### src/rtl/ctrl_input_decoder.sv
`default_nettype none
// +--------------------------------------------------------------------------+
// | ctrl_input_decoder: resistor-ladder key decoder, debounce + auto-repeat  |
// | Rev 1.0                                                                  |
// +--------------------------------------------------------------------------+
module ctrl_input_decoder #(
  parameter int   DEBOUNCE_CYCLES = 250000,
  parameter int   REPEAT_DELAY    = 12500000,
  parameter int   REPEAT_PERIOD   = 2500000,
  parameter logic KEY_PRESS       = 1'b1
) (
  input  logic       vga_clk,
  input  logic       sys_rst_n,
  input  logic [1:0] raw_x,
  input  logic [1:0] raw_y,
  input  logic       rpt_en,
  output logic       one_resistor_x,
  output logic       two_resistors_x,
  output logic       one_resistor_y,
  output logic       two_resistors_y,
  output logic       key_evt_x,
  output logic       key_evt_y
);

  localparam int c_DB_W  = (DEBOUNCE_CYCLES > 1) ? $clog2(DEBOUNCE_CYCLES) : 1;
  localparam int c_RD_W  = (REPEAT_DELAY > 1) ? $clog2(REPEAT_DELAY) : 1;
  localparam int c_RP_W  = (REPEAT_PERIOD > 1) ? $clog2(REPEAT_PERIOD) : 1;
  localparam int c_RPT_W = (c_RD_W > c_RP_W) ? c_RD_W : c_RP_W;

  localparam logic [c_DB_W-1:0]  c_DB_MAX = c_DB_W'(DEBOUNCE_CYCLES - 1);
  localparam logic [c_RPT_W-1:0] c_RD_MAX = c_RPT_W'(REPEAT_DELAY - 1);
  localparam logic [c_RPT_W-1:0] c_RP_MAX = c_RPT_W'(REPEAT_PERIOD - 1);

  localparam logic [1:0] c_CODE_NONE = 2'b00;
  localparam logic [1:0] c_CODE_ONE  = 2'b01;
  localparam logic [1:0] c_CODE_TWO  = 2'b11;
  localparam logic [1:0] c_CODE_BAD  = 2'b10;

  typedef enum logic [1:0] {
    S_RELEASED   = 2'd0,
    S_HOLD_DELAY = 2'd1,
    S_HOLD_RPT   = 2'd2
  } state_t;

  for (genvar a = 0; a < 2; a++) begin : g_axis
    logic [1:0]         w_raw;
    logic               w_accept;
    logic [1:0]         r_sync1;
    logic [1:0]         r_sync2;
    logic [1:0]         r_cand;
    logic [1:0]         r_acc;
    logic [c_DB_W-1:0]  r_db_cnt;
    logic [c_RPT_W-1:0] r_rpt_cnt;
    state_t             r_state;
    logic               r_one;
    logic               r_two;
    logic               r_evt;

    assign w_raw = (a == 0) ? raw_x : raw_y;

    // The invalid code 10 may become the candidate but is never promoted.
    assign w_accept = (r_db_cnt == c_DB_MAX) && (r_sync2 == r_cand) &&
                      (r_cand != c_CODE_BAD) && (r_cand != r_acc);

    always_ff @(posedge vga_clk or negedge sys_rst_n) begin
      if (!sys_rst_n) begin
        r_sync1   <= c_CODE_NONE;
        r_sync2   <= c_CODE_NONE;
        r_cand    <= c_CODE_NONE;
        r_acc     <= c_CODE_NONE;
        r_db_cnt  <= '0;
        r_rpt_cnt <= '0;
        r_state   <= S_RELEASED;
        r_one     <= ~KEY_PRESS;
        r_two     <= ~KEY_PRESS;
        r_evt     <= 1'b0;
      end else begin
        r_sync1 <= w_raw;
        r_sync2 <= r_sync1;

        if (r_sync2 != r_cand) begin
          r_cand   <= r_sync2;
          r_db_cnt <= '0;
        end else if (r_db_cnt != c_DB_MAX) begin
          r_db_cnt <= r_db_cnt + 1'b1;
        end

        r_evt <= 1'b0;
        // Acceptance outranks any repeat boundary, so a release never pulses.
        if (w_accept) begin
          r_acc     <= r_cand;
          r_one     <= (r_cand == c_CODE_ONE) ? KEY_PRESS : ~KEY_PRESS;
          r_two     <= (r_cand == c_CODE_TWO) ? KEY_PRESS : ~KEY_PRESS;
          r_rpt_cnt <= '0;
          if (r_cand == c_CODE_NONE) begin
            r_state <= S_RELEASED;
          end else begin
            r_state <= S_HOLD_DELAY;
            r_evt   <= 1'b1;
          end
        end else if (rpt_en) begin
          case (r_state)
            S_HOLD_DELAY: begin
              if (r_rpt_cnt == c_RD_MAX) begin
                r_rpt_cnt <= '0;
                r_evt     <= 1'b1;
                r_state   <= S_HOLD_RPT;
              end else begin
                r_rpt_cnt <= r_rpt_cnt + 1'b1;
              end
            end
            S_HOLD_RPT: begin
              if (r_rpt_cnt == c_RP_MAX) begin
                r_rpt_cnt <= '0;
                r_evt     <= 1'b1;
              end else begin
                r_rpt_cnt <= r_rpt_cnt + 1'b1;
              end
            end
            S_RELEASED: begin
              r_rpt_cnt <= '0;
            end
            default: begin
              r_rpt_cnt <= '0;
              r_state   <= S_RELEASED;
            end
          endcase
        end
      end
    end
  end

  assign one_resistor_x  = g_axis[0].r_one;
  assign two_resistors_x = g_axis[0].r_two;
  assign key_evt_x       = g_axis[0].r_evt;
  assign one_resistor_y  = g_axis[1].r_one;
  assign two_resistors_y = g_axis[1].r_two;
  assign key_evt_y       = g_axis[1].r_evt;

endmodule
`default_nettype wire
### config.mk
export PLATFORM = sky130hd
export DESIGN_NAME = ctrl_input_decoder
export DESIGN_NICKNAME = d
export VERILOG_FILES = /design/src/rtl/ctrl_input_decoder.sv
export SDC_FILE = /design/constraint.sdc
export NUM_CORES = 1
export LEC_CHECK = 0
export BUFFER_PORTS_ARGS = -buffer_cell sky130_fd_sc_hd__clkbuf_2
export CAP_MARGIN = 30
export CORE_MARGIN = 3
export CORE_UTILIZATION = 51
export CTS_CLUSTER_SIZE = 12
export DETAILED_ROUTE_END_ITERATION = 12
export PLACE_DENSITY_LB_ADDON = 0.08
export SLEW_MARGIN = 20
export SYNTH_ARGS = -nofsm -noshare
export SYNTH_HDL_FRONTEND = slang
export SYNTH_SLANG_ARGS = --single-unit
### constraint.sdc
create_clock -name vga_clk -period 3 [get_ports vga_clk]
set_clock_uncertainty 0.2 [all_clocks]
set_input_delay 0.6 -clock vga_clk [delete_from_list [all_inputs] [get_ports vga_clk]]
set_output_delay 0.6 -clock vga_clk [all_outputs]
set_load 0.01 [all_outputs]
==> impl.org <==
** Run status
- Status :: completed

** Worst setup path
- Capturing point of the worst reg2reg path :: g_axis[0].r_rpt_cnt[17]
- Cells traversed along the worst timing path :: nor4bb_1 -> nand4_1 -> o41ai_2 -> a221o_2 -> or4_1 -> nand3_1
- Cell with the largest stage delay on the worst path :: sky130_fd_sc_hd__o41ai_2
- Counting cells, the worst reg-to-reg path comes to 6.
- Kind of critical path :: flip-flop to flip-flop
- Critical path peak fanout :: 19
- Reg-to-Reg Start :: g_axis[0].r_rpt_cnt[16]
- Data on the critical path is required at its endpoint by 3020 ps.
- Arrival time of data at the critical path endpoint :: 2720 ps
- The worst setup path is captured at a flip-flop.
- Setup slack on the worst flop-to-flop path :: 300 ps
- For this run, the slowest stage of the critical path takes 530 ps.
- Startpoint type of the worst setup path :: flip-flop

** Layout
- Share of layout cells above drive strength 1 :: 0.0986
- From synthesis to final layout, the design area changed by 9.36%.
- For this run, the share of the core covered by cells in the final layout is 0.578.
- The finished cells cover 6320 sq um.
- At the end of the flow, the number of nets in the layout was 651.
- Diodes inserted :: 0

** Placed design
- Total half-perimeter wirelength after legalization and detailed placement :: 8060 microns
- Routability Congestion :: 0.850
- Placed cell areas :: 6030 sq um
- Input and output buffers added on the ports amount to 12.

** Power and ir drop
- Of the total power, the share spent switching nets is 0.282.
- Leakage dissipation :: 2.65 nW
- The internal power of the cells totals 2.32 mW.
- The analysis attributes to net switching a power of 909 uW.
- Part of the total power dissipated in the clock network :: 0.346
- Of the total power, registers draw 0.530.
- In this run the power density over the cells is 511 nW/um^2.
- Share of total power in combinational logic :: 0.124
- Across the VDD grid, the largest voltage drop is 0.534 mV.
- Final total power :: 3.23 mW

** Yosys
- Netlist Area Pre-Place :: 5780 sq um
- Of the synthesized area, sequential elements account for 0.477.
- Synthesis instantiated 60 different standard cells from the library.
- Post-synthesis average cell area :: 9.35 sq um
- Flip-flop and latch count after synthesis :: 110
- Dominant cell by count in the synthesized netlist :: sky130_fd_sc_hd__dfrtp_1
- Top post-synthesis cells by area :: sky130_fd_sc_hd__dfrtp_1, sky130_fd_sc_hd__nand3_1, sky130_fd_sc_hd__nand2_1
- The share of synthesized area in the top cell type comes to 0.477.
- Top cells by instance count after synthesis :: sky130_fd_sc_hd__dfrtp_1, sky130_fd_sc_hd__nand2_1, sky130_fd_sc_hd__nand3_1, sky130_fd_sc_hd__nor2_1, sky130_fd_sc_hd__a21oi_1
- Yosys mapped a number of flops with a built-in enable equal to 0.
- For this run, the number of Yosys warnings is 0.
- In the synthesized netlist the async set-or-reset flop fraction comes to 1.00.
- Synthesis produced a netlist with a net count of 635.
- In the synthesized netlist, the number of instances is 618.
- The synthesized design spends more area on one cell type than any other, namely sky130_fd_sc_hd__dfrtp_1.
- Dominant register cell in the synthesized netlist :: sky130_fd_sc_hd__dfrtp_1

** Floorplanning
- The die covers 12600 sq um.
- Die Width :: 112 microns
- Row cnt :: 38
- Height of the die :: 112 microns
- Ports placed on the boundary :: 13
- Core Region :: 10900 sq um
- The initial utilization of the core area, before any placement, comes to 0.528.

** STA
- The number of pins with negative max-slew slack in the final report is 0.
- Number of endpoints with negative hold slack in the final report :: 0
- For the pin with the worst max-slew slack, the measured transition is 595 ps.
- Final hold analysis gives a worst-case slack of 85.2 ps.
- Slew HR :: 0.604
- Setup repair after global routing left no endpoint under its margin.
- After routing, the total negative slack on setup checks comes to 0 ps.
- Share of the clock period used by the worst path :: 0.900
- Subtracting the final worst setup slack from the clock period gives 2700 ps.
- Setup violations, final :: 0
- Derived from the worst setup path, the maximum achievable clock frequency is 0.371 GHz.

** Detailed routing
- For this block, the routed nets add up to 12200 microns of wire.
- The routed layout has 4647 vias.
- Per-cell via count in the routed design :: 5.97
- After detailed routing, the number of remaining DRC violations is 0.
- In this run, the number of DRC markers left after iteration 0 of detailed routing was 366.
- The first detailed-routing pass ran for 5 iterations.
- The detail route stage leaves a number of antenna-violating nets equal to 0.
- DR WL/cell :: 15.7 microns

** Global routing
- The number of global-route vias before repair was 4639.
- Entering global routing, the biggest net connects 111 pins.
- For this run, the total global-route usage over all layers was measured as 0.207.
- The first global-routing pass estimated 21600 microns of wire.
- Overflow after GRT :: 0
- The number of antenna violations at the first check in global routing was 0.

** Clock network
- After clock tree synthesis, the clock-pin slew on the worst setup and hold paths is 70 ps.
- Setup Buffers After CTS :: 0
- Total clock buffers created by CTS :: 9
- Max H-tree Level :: 3
- TritonCTS built the clock tree.
- CTS sink cnt :: 110
- Cell at the root of the clock tree :: sky130_fd_sc_hd__clkbuf_16
- Clock network latency to the later pin of the worst-skew pair :: 350 ps
- Number of buffers on the longest clock path :: 2

** Job
- Max-cap check violation count :: 0

** Hold path
- Type of the most critical hold path :: input port to async pin
worst max path at each step:
stage                             from                 endpoint  slack, ps  cells past startpoint
4_1_cts        g_axis[0].r_rpt_cnt[16]  g_axis[0].r_rpt_cnt[19]        260                      6
5_1_grt        g_axis[0].r_rpt_cnt[16]   g_axis[0].r_rpt_cnt[2]         50                      8
6_report       g_axis[0].r_rpt_cnt[16]  g_axis[0].r_rpt_cnt[17]        300                      6
2_1_floorplan  g_axis[0].r_rpt_cnt[12]  g_axis[0].r_rpt_cnt[15]        570                      7
3_5_place_dp    g_axis[0].r_rpt_cnt[1]  g_axis[0].r_rpt_cnt[19]        270                      7
3_3_place_gp   g_axis[0].r_rpt_cnt[11]   g_axis[0].r_rpt_cnt[9]        400                      8
power by group through the flow:
stage                     Combinational [mW]  Clock (mW)  Sequential, mW
final                                  0.400        1.12            1.71
after floorplan                        0.285           0            1.70
after CTS                              0.403        1.16            1.71
after global routing                   0.464        1.22            1.73
after global placement                 0.388           0            1.73
after detailed placement               0.402           0            1.74
cell type report:
| cell class | count | area (sq um) |
|---|---|---|
| fillers | 1002 | 4620 |
| multi-input cells | 472 | 2870 |
| flip-flops and latches | 110 | 2750 |
| clock buffers | 10 | 229 |
| repair buffers | 27 | 188 |
| well taps | 140 | 175 |
| inverters | 14 | 52.6 |
| clock inverters | 6 | 46.3 |
state kept, by name, summed over array words and instances (netlist names):
register          cells
key_evt_y             1
g_axis.r_cand         4
one_resistor_x        1
g_axis.r_sync1        4
two_resistors_y       1
key_evt_x             1
g_axis.r_sync2        4
two_resistors_x       1
one_resistor_y        1
g_axis.r_state        4
g_axis.r_db_cnt      36
g_axis.r_rpt_cnt     48
g_axis.r_acc          4
per-layer routing:
metal,global-route usage,wire (microns)
met5,0,0
met2,0.342,6000
met1,0.268,5590
met3,0.0566,452
met4,0.0585,154
logic make-up after synthesis:
| logic type | count (synthesis) | share of synthesized area |
|---|---|---|
| simple gates | 324 | 0.301 |
| compound gates | 103 | 0.118 |
| xor+xnor | 30 | 0.0455 |
| flops | 110 | 0.477 |
| fa+ha+maj | 10 | 0.0217 |
| mux | 5 | 0.00953 |
| buf+inv | 36 | 0.0284 |
cells in the final DEF (no fill, tap or decap), types with 3 or more instances in the layout:
master and n:
sky130_fd_sc_hd__and2_1 8, sky130_fd_sc_hd__and3_1 11, sky130_fd_sc_hd__o21ai_0 24, sky130_fd_sc_hd__nand3_1 60, sky130_fd_sc_hd__and4_1 11, sky130_fd_sc_hd__o31ai_1 11
sky130_fd_sc_hd__a21oi_1 29, sky130_fd_sc_hd__nor3_1 8, sky130_fd_sc_hd__o311ai_1 4, sky130_fd_sc_hd__nand4_1 23, sky130_fd_sc_hd__o22ai_1 3, sky130_fd_sc_hd__clkbuf_16 9
sky130_fd_sc_hd__or4_1 20, sky130_fd_sc_hd__o211ai_1 4, sky130_fd_sc_hd__a32o_1 3, sky130_fd_sc_hd__clkbuf_2 11, sky130_fd_sc_hd__or3_1 20, sky130_fd_sc_hd__xor2_1 18
sky130_fd_sc_hd__nor2b_1 3, sky130_fd_sc_hd__ha_1 10, sky130_fd_sc_hd__buf_4 15, sky130_fd_sc_hd__nand2_1 79, sky130_fd_sc_hd__dfrtp_1 110, sky130_fd_sc_hd__inv_1 14
sky130_fd_sc_hd__o311ai_0 6, sky130_fd_sc_hd__nand2b_1 6, sky130_fd_sc_hd__xnor2_1 12, sky130_fd_sc_hd__nor2_1 55, sky130_fd_sc_hd__mux2_2 4
timing repair:
item | 4_1_cts | 5_1_grt
hold buffers | 0 | 0
gates resized for setup | 0 | 1
setup endpoints to repair | 0 | 19
stage by stage:
stage | setup slack [ps] | cells
after global placement | 396 | 763
after floorplan | 573 | 618
final | 301 | 779
after CTS | 261 | 779
after detailed placement | 267 | 763
after global routing | 52.3 | 779
worst max-delay path: cells and delay by family, from the launching register on:
family,cells,cell delay (ps)
AOI/OAI and AO/OA,2,1000
and+or+nand+nor,4,920
DFF,1,450
Note: power is estimated with default switching activity, not from simulation.
